### src/rtl/eq_share_sched.sv
// Round-robin scheduler sharing one external 1-bit equality cell among NREQ requesters.
// The granted word pair is frozen and streamed LSB first; the first mismatch ends the compare.
module eq_share_sched #(
   parameter int unsigned NREQ  = 4,
   parameter int unsigned WIDTH = 8,
   localparam int unsigned IDW  = $clog2(NREQ)
) (
   input  logic                  clk,
   input  logic                  reset_n,
   input  logic [NREQ-1:0]       req,
   input  logic [NREQ*WIDTH-1:0] a_in,
   input  logic [NREQ*WIDTH-1:0] b_in,
   output logic [NREQ-1:0]       gnt,
   output logic                  busy,
   output logic                  done,
   output logic [IDW-1:0]        done_id,
   output logic                  eq_out,
   output logic                  cmp_a,
   output logic                  cmp_b,
   input  logic                  cmp_eq
);

   localparam int unsigned IW = (WIDTH > 1) ? $clog2(WIDTH) : 1;

   typedef enum logic [1:0] {StIdle, StCmp, StDone} state_e;

   state_e               state_q, state_d;
   logic [IDW-1:0]       last_q, last_d;
   logic [IDW-1:0]       cur_id_q, cur_id_d;
   logic [IW-1:0]        idx_q, idx_d;
   logic [WIDTH-1:0]     opa_q, opa_d;
   logic [WIDTH-1:0]     opb_q, opb_d;
   logic [NREQ-1:0]      gnt_q, gnt_d;
   logic                 eq_q, eq_d;
   logic [IDW-1:0]       done_id_q, done_id_d;

   logic [WIDTH-1:0]     a_word [NREQ];
   logic [WIDTH-1:0]     b_word [NREQ];
   logic                 win_valid;
   logic [IDW-1:0]       win_id;

   always_comb begin
      for (int unsigned i = 0; i < NREQ; i++) begin
         a_word[i] = a_in[i*WIDTH +: WIDTH];
         b_word[i] = b_in[i*WIDTH +: WIDTH];
      end
   end

   // Search starts just after the last winner and wraps, so every requester waits at most NREQ-1.
   always_comb begin
      int unsigned    s;
      logic [IDW-1:0] c;
      win_valid = 1'b0;
      win_id    = '0;
      s         = 0;
      c         = '0;
      for (int unsigned k = 1; k <= NREQ; k++) begin
         s = (32'(last_q) + k) % NREQ;
         c = IDW'(s);
         if (!win_valid && req[c]) begin
            win_valid = 1'b1;
            win_id    = c;
         end
      end
   end

   always_comb begin
      state_d   = state_q;
      last_d    = last_q;
      cur_id_d  = cur_id_q;
      idx_d     = idx_q;
      opa_d     = opa_q;
      opb_d     = opb_q;
      gnt_d     = '0;
      eq_d      = eq_q;
      done_id_d = done_id_q;
      unique case (state_q)
         StIdle: begin
            if (win_valid) begin
               opa_d         = a_word[win_id];
               opb_d         = b_word[win_id];
               last_d        = win_id;
               cur_id_d      = win_id;
               idx_d         = '0;
               gnt_d[win_id] = 1'b1;
               state_d       = StCmp;
            end
         end
         StCmp: begin
            if (!cmp_eq) begin
               eq_d      = 1'b0;
               done_id_d = cur_id_q;
               state_d   = StDone;
            end else if (idx_q == IW'(WIDTH - 1)) begin
               eq_d      = 1'b1;
               done_id_d = cur_id_q;
               state_d   = StDone;
            end else begin
               idx_d = idx_q + 1'b1;
            end
         end
         StDone: begin
            idx_d   = '0;
            state_d = StIdle;
         end
         default: state_d = StIdle;
      endcase
   end

   always_ff @(posedge clk or negedge reset_n) begin
      if (!reset_n) begin
         state_q   <= StIdle;
         last_q    <= IDW'(NREQ - 1);
         cur_id_q  <= '0;
         idx_q     <= '0;
         opa_q     <= '0;
         opb_q     <= '0;
         gnt_q     <= '0;
         eq_q      <= 1'b0;
         done_id_q <= '0;
      end else begin
         state_q   <= state_d;
         last_q    <= last_d;
         cur_id_q  <= cur_id_d;
         idx_q     <= idx_d;
         opa_q     <= opa_d;
         opb_q     <= opb_d;
         gnt_q     <= gnt_d;
         eq_q      <= eq_d;
         done_id_q <= done_id_d;
      end
   end

   assign gnt     = gnt_q;
   assign busy    = (state_q != StIdle);
   assign done    = (state_q == StDone);
   assign done_id = done_id_q;
   assign eq_out  = eq_q;
   assign cmp_a   = (state_q == StCmp) & opa_q[idx_q];
   assign cmp_b   = (state_q == StCmp) & opb_q[idx_q];

endmodule
### config.mk
export PLATFORM = sky130hd
export DESIGN_NAME = eq_share_sched
export DESIGN_NICKNAME = d
export VERILOG_FILES = /design/src/rtl/eq_share_sched.sv
export SDC_FILE = /design/constraint.sdc
export NUM_CORES = 1
export LEC_CHECK = 0
export CAP_MARGIN = 30
export CORE_MARGIN = 8
export CORE_UTILIZATION = 44
export DETAILED_ROUTE_END_ITERATION = 10
export HOLD_SLACK_MARGIN = 0.02
export PLACE_DENSITY = 0.78
export SYNTH_ARGS = -nofsm -noshare
export SYNTH_HDL_FRONTEND = slang
export SYNTH_SLANG_ARGS = --single-unit
### constraint.sdc
create_clock -name clk -period 3.5 [get_ports clk]
set_input_delay 0.7 -clock clk [delete_from_list [all_inputs] [get_ports clk]]
set_output_delay 0.7 -clock clk [all_outputs]
set_load 0.005 [all_outputs]
==> flow_summary_export.csv <==
group,metric,value,unit
pwr,p_leak,1.30,nW
logic_synthesis,synth_fp_nets,267,
grt,grt_use_met2,24.9,%
finish,final_nets,351,
timing,worst_pin_slew,0.806,ns
die,pin_count,82,
worst_setup_path,cp_max_fo,7,
placed_design,place.detailed.hpwl,4280,µm
die,initial_core_util,45.7,%
worst_setup_path,critPathLaunchType,"flip-flop",
timing,finalSetupViolCount,0,
clock_network,clk_latency,0.28,ns
clock_network,cts_tree,"yes",
outcome,status,"finished, final reports clean",
finish,fin_util,67.3,%
finish,layout.cells.non_filler,328,
logic_synthesis,synth.top_cell.area_share,37.7,%
logic_synthesis,yosys_warnings,0,
drt,routed_wl,5300,µm
run,drv.max_cap_violation_count,0,
grt,grt_use_met3,4.88,%
clock_network,cts-root-buf,"clkbuf_8",
logic_synthesis,synth_top_cell_by_area,"dfrtp_1",
logic_synthesis,yosys_register_bits,32,
die,die_w,83.2,µm
placed_design,port_buffers,81,
worst_setup_path,crit_arrival,2.02,ns
clock_network,htree_levels,2,
min_path,min_path_type,"flip-flop to flip-flop",
pwr,power_density,713,mW/mm²
logic_synthesis,yosysUniqueCellTypes,34,
grt,groute.usage.overall,15.4,%
timing,max_freq,0.367,GHz
grt,grt_pass1_vias,1865,
grt,grt_max_degree,33,
finish,fillCellCount,349,
drt,wl_per_cell,16.2,µm
timing,maxSlewViolCount,0,
finish,final_cell_area,0.00293,mm²
timing,hold_violations,0,
finish,antenna_cells,0,
grt,top_usage_layer,"met2",
clock_network,clock_sinks,32,
die,die_area,0.00693,mm²
clock_network,cts_setup_buffers,0,
finish,mostFrequentLayoutCells,"clkdlybuf4s50_1 (81), mux2i_1 (30), dfrtp_1 (30), nor2_1 (26), inv_1 (13)",
clock_network,clockBufferDepth,2,
clock_network,numCtsBuffers,5,
timing,timing.slew.headroom,46.1,%
die,row_count,24,
timing,period_minus_slack,2.72,ns
logic_synthesis,yosysSeqAreaShare,40.4,%
timing,rsz0062_at_grt,"no",
grt,grt_first_pass_wirelength,8870,µm
drt,ant_nets,0,
min_path,min_path_cells,2,
drt,via_count,1762,
grt,grt-ovfl-total,0,
placed_design,dp_cells,320,
logic_synthesis,syn_area_per_cell,10.4,µm²
placed_design,place_congestion,0.791,
die,dieHeight,83.2,µm
drt,dr.pass1.iters,6,
finish,layout_commonest_cell,"clkdlybuf4s50_1",
clock_network,hold_buffers,0,
timing,final.setup.tns,0,ns
clock_network,ctsResizeCount,0,
pwr,power,2.09,mW
clock_network,path_clk_slew,0.07,ns
timing,fin_skew,0.00731,ns
pwr,irDropWorstVdd,333,µV
placed_design,dpl_cell_area,0.00283,mm²
grt,grt_util_met1,18.3,%
worst_setup_path,crit_type,"flip-flop to output pin",
die,core,0.00435,mm²
worst_setup_path,ff2ff_path_depth,6,
drt,viasPerCell,5.37,
grt,antenna_found_initial,0,
drt,drc,0,
finish,synthToLayoutAreaGrowth,47.3,%
timing,finalCritPeriodShare,77.8,%
worst_setup_path,critPathRequiredTime,2.80,ns
drt,drt_iter0_markers,81,
finish,layout-drive-gt1-share,10.1,%
logic_synthesis,synth_area_leaders,"dfrtp_1 (38%), mux2i_1 (15%), nor2_1 (4.9%), a221oi_1 (4.8%), mux4_2 (4.5%)",
worst_setup_path,end_kind,"output pin",
logic_synthesis,synthCells,191,
logic_synthesis,netlist_area,0.00199,mm²
## final timing paths
| check | slack [ns] | endpoint | startpoint |
|---|---|---|---|
| max in group asynchronous | 2.36 | last_q[1] | reset_n |
| max reg2reg | 1.07 | idx_q[0] | idx_q[0] |
| min reg2reg | 0.49 | cur_id_q[1] | cur_id_q[1] |
| min | 0.49 | cur_id_q[1] | cur_id_q[1] |
| min in group asynchronous | 0.81 | cur_id_q[0] | reset_n |
| max | 0.78 | cmp_b | idx_q[0] |
## Yosys cell counts, drive strengths merged
cell / number
o21a: 2
nor2: 26
nor4: 2
a211oi: 4
a221oi: 12
dfstp: 2
buf: 5
and2: 2
nand2b: 3
mux4: 4
inv: 13
mux2i: 30
clkbuf: 5
ha: 5
o211a: 3
nand3: 3
a21oi: 9
nor3: 2
nand2: 11
o21ai: 4
a31oi: 1
nor3b: 1
a22oi: 1
a2111oi: 1
mux2: 4
a32oi: 1
nor2b: 1
a21boi: 4
dfrtp: 30
## kinds of logic after synthesis
group | share of synthesized area, %
simple gates | 11.8
compound gates | 16.1
mux | 22.1
flops | 40.4
buf+inv | 6.54
fa+ha+maj | 3.14
## metrics by stage
step | setup slack (ns) | hold WS [ns]
after floorplan | 1.43 | 0.404
after global placement | 0.525 | 0.465
after detailed placement | 0.593 | 0.479
after CTS | 0.742 | 0.493
after global routing | 0.635 | 0.521
final | 0.777 | 0.490
## layout make-up
class / count / area [µm²] / area share (%)
clock buffers: 8 / 100 / 3.42
inverters: 13 / 48.8 / 1.67
multi-input cells: 136 / 1060 / 36.1
flip-flops and latches: 32 / 803 / 27.4
well taps: 52 / 65.1 / 2.22
repair buffers: 87 / 856 / 29.2
## routing by layer
metal,vias up,wire (µm)
li1,864,-
met1,830,2280
met2,61,2560
met3,7,369
met4,0,87
met5,-,0
## state kept, by name, indices dropped and copies added, names as in the netlist
signal / cells
state_q: 2
opa_q: 8
cur_id_q: 2
done_id: 2
opb_q: 8
eq_out: 1
gnt: 4
idx_q: 3
last_q: 2
## where the power goes
group	switching [mW]	leakage [nW]	internal, mW
Clock	0.134	0.0515	0.179
Sequential	0.116	0.377	0.550
Combinational	0.531	0.869	0.580
## critical path, cell delays in order (launching register included)
cell and delay, ns:
dfrtp_1 0.55, mux4_2 0.56, nand2_1 0.08, a21boi_0 0.08
clkdlybuf4s50_1 0.47
No activity file was read; power rests on OpenSTA's default activity.
